<file path="src/rtl/ptr_bank_if.sv">
// Bundle between ptr_bank_ctrl and its fetch stage, shared ALU and data memory.
// The controller takes the slave view; whoever drives instructions takes the master view.
interface ptr_bank_if #(
    parameter int unsigned DATA_W  = 8,
    parameter int unsigned PC_W    = 16,
    parameter int unsigned INSTR_W = 9
);
    logic               instr_valid;
    logic               instr_ready;
    logic [INSTR_W-1:0] instr;
    logic [PC_W-1:0]    alu_result;
    logic [DATA_W-1:0]  mem_data;
    logic [PC_W-1:0]    alu_operand;
    logic               alu_op;
    logic [DATA_W-1:0]  mem_ptr;
    logic               searching;
    logic               depth_err;

    modport master (
        output instr_valid, instr, alu_result, mem_data,
        input  instr_ready, alu_operand, alu_op, mem_ptr, searching, depth_err
    );

    modport slave (
        input  instr_valid, instr, alu_result, mem_data,
        output instr_ready, alu_operand, alu_op, mem_ptr, searching, depth_err
    );
endinterface

</file>
<file path="src/rtl/ptr_bank_ctrl.sv">
// Pointer bank controller: NUM_PTR pointers (index 0 = working), ALU/memory steering, bracket search.
// Define PTR_LOAD_BYPASS_EN to complete LOADs on the transfer edge instead of via MEM_WAIT.
module ptr_bank_ctrl #(
    parameter int unsigned DATA_W  = 8,
    parameter int unsigned PC_W    = 16,
    parameter int unsigned NUM_PTR = 4,
    parameter int unsigned DEPTH_W = 8
) (
    input logic       clk,
    input logic       rst_n,
    ptr_bank_if.slave bus
);
    localparam int unsigned SEL_W   = $clog2(NUM_PTR);
    localparam int unsigned INSTR_W = 5 + 2 * SEL_W;

    localparam logic [3:0] OpAlu    = 4'd0;
    localparam logic [3:0] OpLoad   = 4'd1;
    localparam logic [3:0] OpBrFwd  = 4'd2;
    localparam logic [3:0] OpBrBack = 4'd3;

    typedef enum logic [1:0] {StIdle, StMemWait, StSearch} state_e;

    state_e               state_q, state_d;
    logic                 dir_q, dir_d;  // 1 = backward search
    logic [DEPTH_W-1:0]   depth_q, depth_d;
    logic                 err_q, err_d;
    logic [DATA_W-1:0]    ptr_q [NUM_PTR];
    logic [DATA_W-1:0]    ptr_d [NUM_PTR];
`ifndef PTR_LOAD_BYPASS_EN
    logic [SEL_W-1:0]     addr_q, addr_d;
`endif

    logic [3:0]           opcode;
    logic [SEL_W-1:0]     opsel, addrsel;
    logic                 ready, xfer, is_open, is_close;
    logic                 unused_alu_result;
    logic [DATA_W-1:0]    ptr_rd [2**SEL_W];

    assign opcode   = bus.instr[INSTR_W-1:INSTR_W-4];
    assign addrsel  = bus.instr[2*SEL_W:SEL_W+1];
    assign opsel    = bus.instr[SEL_W:1];
    assign xfer     = bus.instr_valid & ready;
    assign is_open  = dir_q ? (opcode == OpBrBack) : (opcode == OpBrFwd);
    assign is_close = dir_q ? (opcode == OpBrFwd) : (opcode == OpBrBack);
    assign unused_alu_result = ^bus.alu_result;

    // Selectors past NUM_PTR read as zero.
    for (genvar i = 0; i < 2**SEL_W; i++) begin : g_rd
        if (i < NUM_PTR) begin : g_real
            assign ptr_rd[i] = ptr_q[i];
        end else begin : g_pad
            assign ptr_rd[i] = '0;
        end
    end

    always_ff @(posedge clk) begin
        if (!rst_n) begin
            state_q <= StIdle;
            dir_q   <= 1'b0;
            depth_q <= '0;
            err_q   <= 1'b0;
            ptr_q   <= '{default: '0};
`ifndef PTR_LOAD_BYPASS_EN
            addr_q  <= '0;
`endif
        end else begin
            state_q <= state_d;
            dir_q   <= dir_d;
            depth_q <= depth_d;
            err_q   <= err_d;
            ptr_q   <= ptr_d;
`ifndef PTR_LOAD_BYPASS_EN
            addr_q  <= addr_d;
`endif
        end
    end

    always_comb begin
        state_d = state_q;
        dir_d   = dir_q;
        depth_d = depth_q;
        err_d   = err_q;
        ptr_d   = ptr_q;
`ifndef PTR_LOAD_BYPASS_EN
        addr_d  = addr_q;
`endif
        unique case (state_q)
            StIdle: begin
                if (xfer) begin
                    case (opcode)
                        OpAlu: begin
                            for (int i = 0; i < NUM_PTR; i++) begin
                                if (opsel == SEL_W'(i)) ptr_d[i] = bus.alu_result[DATA_W-1:0];
                            end
                        end
                        OpLoad: begin
`ifdef PTR_LOAD_BYPASS_EN
                            ptr_d[0] = bus.mem_data;
`else
                            state_d = StMemWait;
                            addr_d  = addrsel;
`endif
                        end
                        OpBrFwd: begin
                            if (ptr_q[0] == '0) begin
                                state_d = StSearch;
                                dir_d   = 1'b0;
                                depth_d = DEPTH_W'(1);
                            end
                        end
                        OpBrBack: begin
                            if (ptr_q[0] != '0) begin
                                state_d = StSearch;
                                dir_d   = 1'b1;
                                depth_d = DEPTH_W'(1);
                            end
                        end
                        default: ;
                    endcase
                end
            end
            StMemWait: begin
                ptr_d[0] = bus.mem_data;
                state_d  = StIdle;
            end
            StSearch: begin
                if (xfer) begin
                    if (is_open) begin
                        // Saturate rather than wrap so a deep nest can still unwind.
                        if (depth_q == '1) err_d = 1'b1;
                        else depth_d = depth_q + DEPTH_W'(1);
                    end else if (is_close) begin
                        depth_d = depth_q - DEPTH_W'(1);
                        if (depth_q == DEPTH_W'(1)) state_d = StIdle;
                    end
                end
            end
            default: state_d = StIdle;
        endcase
    end

    always_comb begin
`ifdef PTR_LOAD_BYPASS_EN
        ready = 1'b1;
`else
        ready = (state_q != StMemWait);
`endif
        bus.instr_ready = ready;
        bus.searching   = (state_q == StSearch);
        bus.depth_err   = err_q;
        if (state_q == StSearch) begin
            bus.alu_operand = PC_W'(1);
            bus.alu_op      = dir_q;
        end else begin
            bus.alu_operand = PC_W'(ptr_rd[opsel]);
            bus.alu_op      = bus.instr[0];
        end
        bus.mem_ptr = ptr_rd[addrsel];
`ifndef PTR_LOAD_BYPASS_EN
        if (state_q == StMemWait) bus.mem_ptr = ptr_rd[addr_q];
`endif
    end
endmodule

</file>
<file path="src/flat_wrapper.sv">
// flat-port wrapper written by rule: the top's interface ports become plain ports
module ptr_bank_ctrl_flat 
#(
    parameter int unsigned DATA_W  = 8,
    parameter int unsigned PC_W    = 16,
    parameter int unsigned NUM_PTR = 4,
    parameter int unsigned DEPTH_W = 8
)
  (clk, rst_n, bus_instr_valid, bus_instr, bus_alu_result, bus_mem_data, bus_instr_ready, bus_alu_operand, bus_alu_op, bus_mem_ptr, bus_searching, bus_depth_err);
  ptr_bank_if #(.DATA_W(DATA_W), .PC_W(PC_W), .INSTR_W(9)) bus_i ();
  input logic clk;
  input logic rst_n;
  input wire logic [$bits(bus_i.instr_valid)-1:0] bus_instr_valid;
  input wire logic [$bits(bus_i.instr)-1:0] bus_instr;
  input wire logic [$bits(bus_i.alu_result)-1:0] bus_alu_result;
  input wire logic [$bits(bus_i.mem_data)-1:0] bus_mem_data;
  output wire logic [$bits(bus_i.instr_ready)-1:0] bus_instr_ready;
  output wire logic [$bits(bus_i.alu_operand)-1:0] bus_alu_operand;
  output wire logic [$bits(bus_i.alu_op)-1:0] bus_alu_op;
  output wire logic [$bits(bus_i.mem_ptr)-1:0] bus_mem_ptr;
  output wire logic [$bits(bus_i.searching)-1:0] bus_searching;
  output wire logic [$bits(bus_i.depth_err)-1:0] bus_depth_err;
  assign bus_i.instr_valid = bus_instr_valid;
  assign bus_i.instr = bus_instr;
  assign bus_i.alu_result = bus_alu_result;
  assign bus_i.mem_data = bus_mem_data;
  assign bus_instr_ready = bus_i.instr_ready;
  assign bus_alu_operand = bus_i.alu_operand;
  assign bus_alu_op = bus_i.alu_op;
  assign bus_mem_ptr = bus_i.mem_ptr;
  assign bus_searching = bus_i.searching;
  assign bus_depth_err = bus_i.depth_err;
  ptr_bank_ctrl #(.DATA_W(DATA_W), .PC_W(PC_W), .NUM_PTR(NUM_PTR), .DEPTH_W(DEPTH_W)) u_core (.clk(clk), .rst_n(rst_n), .bus(bus_i));
endmodule
</file>
<file path="config.mk">
export PLATFORM = sky130hd
export DESIGN_NAME = ptr_bank_ctrl_flat
export DESIGN_NICKNAME = d
export VERILOG_FILES = /design/src/rtl/ptr_bank_if.sv /design/src/rtl/ptr_bank_ctrl.sv /design/src/flat_wrapper.sv
export SDC_FILE = /design/constraint.sdc
export NUM_CORES = 1
export LEC_CHECK = 0
export ABC_AREA = 1
export BUFFER_PORTS_ARGS = -buffer_cell sky130_fd_sc_hd__buf_4
export CELL_PAD_IN_SITES_DETAIL_PLACEMENT = 0
export CELL_PAD_IN_SITES_GLOBAL_PLACEMENT = 1
export CORE_ASPECT_RATIO = 1.25
export CORE_MARGIN = 1
export CORE_UTILIZATION = 30
export DETAILED_ROUTE_END_ITERATION = 12
export GPL_ROUTABILITY_DRIVEN = 0
export PLACE_DENSITY = 0.7
export SYNTH_ARGS = -nofsm -noshare
export SYNTH_HDL_FRONTEND = slang
export SYNTH_SLANG_ARGS = --single-unit
</file>
<file path="constraint.sdc">
create_clock -name clk -period 3.6 [get_ports clk]
set_input_delay 0.72 -clock clk [delete_from_list [all_inputs] [get_ports clk]]
set_output_delay 0.72 -clock clk [all_outputs]
set_load 0.01 [all_outputs]
</file>
==> flow_metrics.tcl, run 1 <==
set metrics [dict create \
    cts_buffers 5 \
    grt_max_degree 40 \
    syn-cell-area_mm2 0.00328 \
    worstSetupPathType "register to output pin" \
    start_util 0.309 \
    clock-sinks 46 \
    p_clk_frac 0.358 \
    ios 64 \
    post-cts-setup-buffer-count 0 \
    synth_cell_types 38 \
    hold_class "register to register" \
    p_comb_frac 0.234 \
    drv_slew 0 \
    n_fill_cell 1192 \
    nNetsFinal 593 \
    drc 0 \
    core_mm2 0.0106 \
    ys_top_cells_by_count "nand2_1 (96), o21ai_0 (70), nor2_1 (65)" \
    wl_um 9840 \
    cts_resized 0 \
    cp-start-kind "register" \
    setup.worst_path.end_class "output pin" \
    drt_iter0_drc 180 \
    clock_latency_ps 290 \
    cp.required_ps 2880 \
    detail-route-antenna-nets 0 \
    grt_pass1_wl_um 15700 \
    avgSynthCellArea_um2 6.24 \
    grt_use_met2 0.303 \
    fmax_mhz 357 \
    hold_slack_ps 493 \
    wl_per_cell_um 14.3 \
    vdd_drop_max_v 0.000187 \
    sw_frac_of_total 0.327 \
    synth_seq_area_share 0.280 \
    layout_setup_ws_ps 797 \
    path_cells "inv_1 > a21oi_1 > o21ai_0 > nand2_1 > nor2_1 > a31oi_1 > buf_4" \
    yosysMostFrequentCell "nand2_1" \
    fin_skew_ps 6.69 \
    p_per_area_mw_per_mm2 352 \
    viasPerCell 5.06 \
    cp.arrival_ps 2080 \
    switchingPower_mw 0.434 \
    netlist_instances 526 \
    path_clk_slew_ps 70 \
    top_usage_layer "met2" \
    synth_edf_count 0 \
    grt_overflow 0 \
    drt_first_pass_iters 4 \
    slowest_delay_ps 640 \
    cap_violations 0 \
    status "complete, no violations" \
    synth_ff_type "dfxtp_1" \
    ys_ff_latch 46 \
    dieArea_mm2 0.0114 \
    tritoncts "built" \
    synth_area_leader_cell "dfxtp_1" \
    yosys-top-cells-area "dfxtp_1 (28%), nand2_1 (11%), o21ai_0 (11%)" \
    tns_ps 0 \
    vias 3475 \
    internal_power_mw 0.895 \
    finalSetupViolations 0 \
    ctsHoldBuffers 0 \
    min_period_over_period 0.779 \
    cts-root-buf "clkbuf_16" \
    num_antenna_cells 0 \
    drive_gt1_frac 0.144 \
    synth_top_area_share 0.280 \
    use_met1 0.225 \
    finalHoldViolations 0 \
    leakagePower_nw 1.53 \
    grt_usage 0.179 \
    std_cell_rows 42 \
    dp_hpwl_um 7540 \
    reg2reg_depth 9 \
    path_max_fanout 18 \
    cts_htree_levels 2 \
    min_path_cells 1 \
    finalCriticalPeriod_ps 2800 \
    rsz0062_at_grt "false" \
    yosys_warnings 0 \
    pwr-share-seq 0.408 \
    synthArstFlopShare 0 \
    slowest_stage "dfxtp_1" \
    syn_to_final_growth_pct 15.1 \
    cts_buffer_depth 2 \
    placement.io_buffers 47 \
    worstMarginPinSlew_ps 586 \
    antenna_found_initial 0 \
    use_met3 0.0262 \
    relSlewSlack 0.609 \
    dpl_worst_slack_ps 928 \
    die_w_um 95.6 \
    die_h_um 119 \
    grt_pass1_vias 3102 \
]
## through the flow
| stage | cells | util | instance area (um^2) | total power [mW] |
|---|---|---|---|---|
| after CTS | 687 | 0.356 | 3780 | 1.34 |
| after global placement | 679 | 0.342 | 3630 | 0.863 |
| final | 687 | 0.356 | 3780 | 1.33 |
| after global routing | 687 | 0.356 | 3780 | 1.40 |
| after floorplan | 533 | - | 3310 | 0.762 |
| after detailed placement | 679 | 0.342 | 3630 | 0.867 |
## worst max-delay path: cells and delay by family, from the launching register on
kind            cells  cell delay [ps]
compound gates      3              520
buf+inv             2              530
flops               1              640
simple gates        2              120
## logic make-up (layout without fill, tap and decap cells)
logic type	Yosys count	count (layout)	synth area share
simple gates	224	224	0.311
compound gates	155	155	0.254
buf+inv	92	114	0.128
flops	46	46	0.280
xor+xnor	5	5	0.0133
fa+ha+maj	3	3	0.0114
other cells	1	8	0.00114
## cell usage in the layout, fill, tap and decap left out, types with 2 or more instances in the layout
cell type	count
inv_2	4
o21ai_0	70
nor2_2	5
dfxtp_1	46
buf_4	48
nand3_1	42
a21oi_1	53
a31oi_1	17
nand4_1	2
conb_1	8
o21ai_1	4
xor2_1	4
inv_1	52
nand3_2	2
nor2_1	65
nand2_1	96
clkbuf_16	5
nor2_4	5
a221oi_1	7
ha_1	3
## sequential cells by signal (all words and copies together) (netlist names)
signal                count
u_core.addr_q             2
u_core.bus.depth_err      1
u_core.depth_q            8
u_core.dir_q              1
u_core.ptr_q             32
u_core.state_q            2
## path summary, 6_finish.rpt
check | slack [ps] | from | end
max | 800 | u_core.addr_q[0] | bus_mem_ptr[6]
min reg2reg | 490 | u_core.bus.depth_err | u_core.bus.depth_err
max reg2reg | 1610 | u_core.state_q[0] | u_core.ptr_q[6]
min | 490 | u_core.bus.depth_err | u_core.bus.depth_err
## layer usage
layer	routed length (um)	vias up
met1	4340	1594
met5	0	-
met2	4890	78
li1	-	1786
met4	257	0
met3	354	17
## power groups by stage
stage	Clock [mW]	Combinational, mW	Sequential (mW)
detailed placement	0	0.312	0.554
CTS	0.485	0.313	0.543
global route	0.505	0.353	0.545
finish	0.475	0.311	0.543
global placement	0	0.309	0.554
floorplan	0	0.217	0.545
## cell type report
type,count,area (um^2),area share
multi-input combinational,395,1970,0.520
sequential,46,921,0.244
timing repair buffer,48,360,0.0953
inverter,58,220,0.0583
tap,132,165,0.0437
clock buffer,5,125,0.0331
clock inverter,3,21.3,0.00563
Note: power is estimated with default switching activity, not from simulation.
==> inputs of run 2 (changes only) <==
--- a/config.mk
+++ b/config.mk
@@ -5,7 +5,7 @@
 export SDC_FILE = /design/constraint.sdc
 export NUM_CORES = 1
 export LEC_CHECK = 0
-export ABC_AREA = 1
+export ABC_AREA = 0
 export BUFFER_PORTS_ARGS = -buffer_cell sky130_fd_sc_hd__buf_4
 export CELL_PAD_IN_SITES_DETAIL_PLACEMENT = 0
 export CELL_PAD_IN_SITES_GLOBAL_PLACEMENT = 1
@@ -14,7 +14,7 @@
 export CORE_UTILIZATION = 30
 export DETAILED_ROUTE_END_ITERATION = 12
 export GPL_ROUTABILITY_DRIVEN = 0
-export PLACE_DENSITY = 0.7
+export PLACE_DENSITY = 0.68
 export SYNTH_ARGS = -nofsm -noshare
 export SYNTH_HDL_FRONTEND = slang
 export SYNTH_SLANG_ARGS = --single-unit
==> constraint.sdc (replaced) <==
create_clock -name clk -period 2.3 [get_ports clk]
set_input_delay 0.46 -clock clk [delete_from_list [all_inputs] [get_ports clk]]
set_output_delay 0.46 -clock clk [all_outputs]
set_load 0.01 [all_outputs]
==> run 2 against run 1 <==
Compared with the run above: power grew 31%; sequential power rose by 49%; cell count fell by 29%; critical path depth is 2 lower; clock-buffer cell count grew 1; first-iteration DRC count decreased by 24%; final area fell by 3.0%; via count down 26%; sequential share of layout area rose by 0.80 points; hold slack lost 61 ps; register-to-register slack got worse by 1500 ps; largest power group unchanged; highest routed layer unchanged.
==> flow_metrics.tcl, run 2 <==
set metrics [dict create \
    synthArstFlopShare 0 \
    nNetsFinal 399 \
    dpl_worst_slack_ps 121 \
    finalSetupViolations 0 \
    wl_per_cell_um 16.9 \
    largest_register "u_core.ptr_q" \
    synth_edf_count 0 \
    worstMarginPinSlew_ps 547 \
    cts-root-buf "clkbuf_16" \
    cp-start-kind "register" \
    min_period_over_period 0.956 \
    reg2reg_from "u_core.ptr_q[27]" \
    p_total_mw 1.74 \
    worst_hold_path.endpoint "u_core.ptr_q[26]" \
    drt_iter0_drc 137 \
    grt_max_degree 28 \
    drv_slew 0 \
    yosys-top-cells-area "dfxtp_1 (31%), mux4_2 (17%), mux2i_1 (8.4%)" \
    vdd_drop_max_v 0.000326 \
    finalNonFillerCells 487 \
    grt_overflow 0 \
    viasPerCell 5.28 \
    netlist_instances 307 \
    sw_frac_of_total 0.250 \
    cts_buffers 5 \
    p_comb_frac 0.122 \
    tritoncts "built" \
    tns_ps 0 \
    rsz0062_at_grt "false" \
    path_clk_slew_ps 70 \
    p_clk_frac 0.411 \
    setup.worst_path.end_class "register" \
    fin_skew_ps 4.82 \
    synth_seq_area_share 0.310 \
    ios 64 \
    syn-cell-area_mm2 0.00297 \
    start_util 0.309 \
    ctsHoldBuffers 0 \
    dp_hpwl_um 5960 \
    antenna_found_initial 0 \
    cts_buffer_depth 2 \
    layout_setup_ws_ps 100 \
    syn_to_final_growth_pct 23.3 \
    die_w_um 91.0 \
    placement.io_buffers 47 \
    core_mm2 0.00961 \
    num_antenna_cells 0 \
    dieArea_mm2 0.0103 \
    mostFrequentLayoutCells "buf_4 (68), dfxtp_1 (45), nand2_1 (38), nor2_1 (38), mux2i_1 (25)" \
    crit_start "u_core.ptr_q[27]" \
    reg2reg_to "u_core.depth_q[3]" \
    leakagePower_nw 1.63 \
    yosysMostFrequentCell "dfxtp_1" \
    ys_ff_latch 46 \
    ys_top_cells_by_count "dfxtp_1 (46), nand2_1 (38), nor2_1 (38)" \
    wl_um 8240 \
    hold_class "primary input to register" \
    cp.arrival_ps 2370 \
    synth_ff_type "dfxtp_1" \
    synth_area_leader_cell "dfxtp_1" \
    synth_top_area_share 0.310 \
    internal_power_mw 1.30 \
    reg2reg_depth 5 \
    cts_htree_levels 2 \
    finalHoldViolations 0 \
    status "complete, no violations" \
    drive_gt1_frac 0.310 \
    detail-route-antenna-nets 0 \
    clock-sinks 46 \
    pwr-share-seq 0.467 \
    grt_pass1_wl_um 13500 \
    grt_pass1_vias 2588 \
    hold_start "bus_mem_data[2]" \
    worstSetupPathType "register to register" \
    final_common_cell "buf_4" \
    min_path_cells 3 \
    drc 0 \
    cp.required_ps 2470 \
    vias 2572 \
    avgSynthCellArea_um2 9.68 \
    finalCriticalPeriod_ps 2200 \
    switchingPower_mw 0.435 \
    path_max_fanout 9 \
    synth_cell_types 56 \
    rrSetupSlack_ps 100 \
    relSlewSlack 0.635 \
    clock_latency_ps 280 \
    fmax_mhz 455 \
    post-place-cells 479 \
    die_h_um 113 \
    std_cell_rows 40 \
    cap_violations 0 \
    p_per_area_mw_per_mm2 474 \
    drt_first_pass_iters 5 \
    yosys_warnings 0 \
    reg_top3 "u_core.ptr_q: 32 flops, u_core.depth_q: 8 flops" \
    grt_usage 0.166 \
    largest_reg_flops 32 \
]
run 2: cell count changes after synthesis, moves of 27 or more:
cell / before / now
a21oi_1: 53 / 9
o21ai_0: 70 / 3
inv_1: 52 / 3
nand2_1: 96 / 38
nand3_1: 42 / 4
nor2_1: 65 / 38
run 2: power groups by stage:
stage	Combinational (mW)	Sequential [mW]	Clock [mW]
6_report	0.212	0.811	0.715
5_1_grt	0.231	0.812	0.780
3_5_place_dp	0.212	0.830	0
4_1_cts	0.213	0.811	0.744
3_3_place_gp	0.210	0.829	0
2_1_floorplan	0.135	0.825	0
run 2: worst max-delay path by stage:
| stage | end | slack [ps] | depth (start not counted) |
|---|---|---|---|
| 2_1_floorplan | bus_mem_ptr[3] | 190 | 4 |
| 3_3_place_gp | u_core.ptr_q[12] | 150 | 8 |
| 3_5_place_dp | u_core.dir_q | 120 | 5 |
| 4_1_cts | bus_mem_ptr[3] | 70 | 5 |
| 5_1_grt | u_core.depth_q[3] | 10 | 5 |
| 6_report | u_core.depth_q[3] | 100 | 5 |
run 2: metrics by stage:
step / hold slack, ps / utilization / cell area, um^2
finish: 432 / 0.381 / 3660
CTS: 429 / 0.381 / 3660
detailed placement: 486 / 0.366 / 3520
global route: 427 / 0.381 / 3660
floorplan: 458 / - / 3000
global placement: 473 / 0.366 / 3520
run 2: per-layer routing:
metal / vias up / track usage / part of all wire
met5: - / 0 / 0
met4: 0 / 0.0413 / 0.0096
met2: 78 / 0.297 / 0.52
met3: 9 / 0.0242 / 0.052
li1: 1243 / - / -
met1: 1242 / 0.208 / 0.42
run 2: worst max-delay path, stage by stage (launching register included):
cell and delay, ps:
dfxtp_1 360, or4_4 570, or3_4 410, a31o_1 380, a211oi_1 250, o22ai_1 120
run 2: timing repair:
action | CTS | global route
setup endpoints to repair | 0 | 1
resized for setup | 0 | 2
setup buffers | 0 | 0
run 2: layout make-up:
type,count,area (um^2)
flip-flops and latches,46,922
clock buffers,6,129
fillers,993,5940
well taps,126,158
clock inverters,2,13.8
repair buffers,68,510
inverters,4,15.0
multi-input cells,235,1920
run 2: logic make-up after synthesis:
group,synth area share
AOI/OAI and AO/OA,0.112
xor gates and xnor gates,0.00884
adders and majority gates,0.0126
buffers and inverters,0.0551
DFF,0.310
muxes,0.276
other,0.00126
and+or+nand+nor,0.224
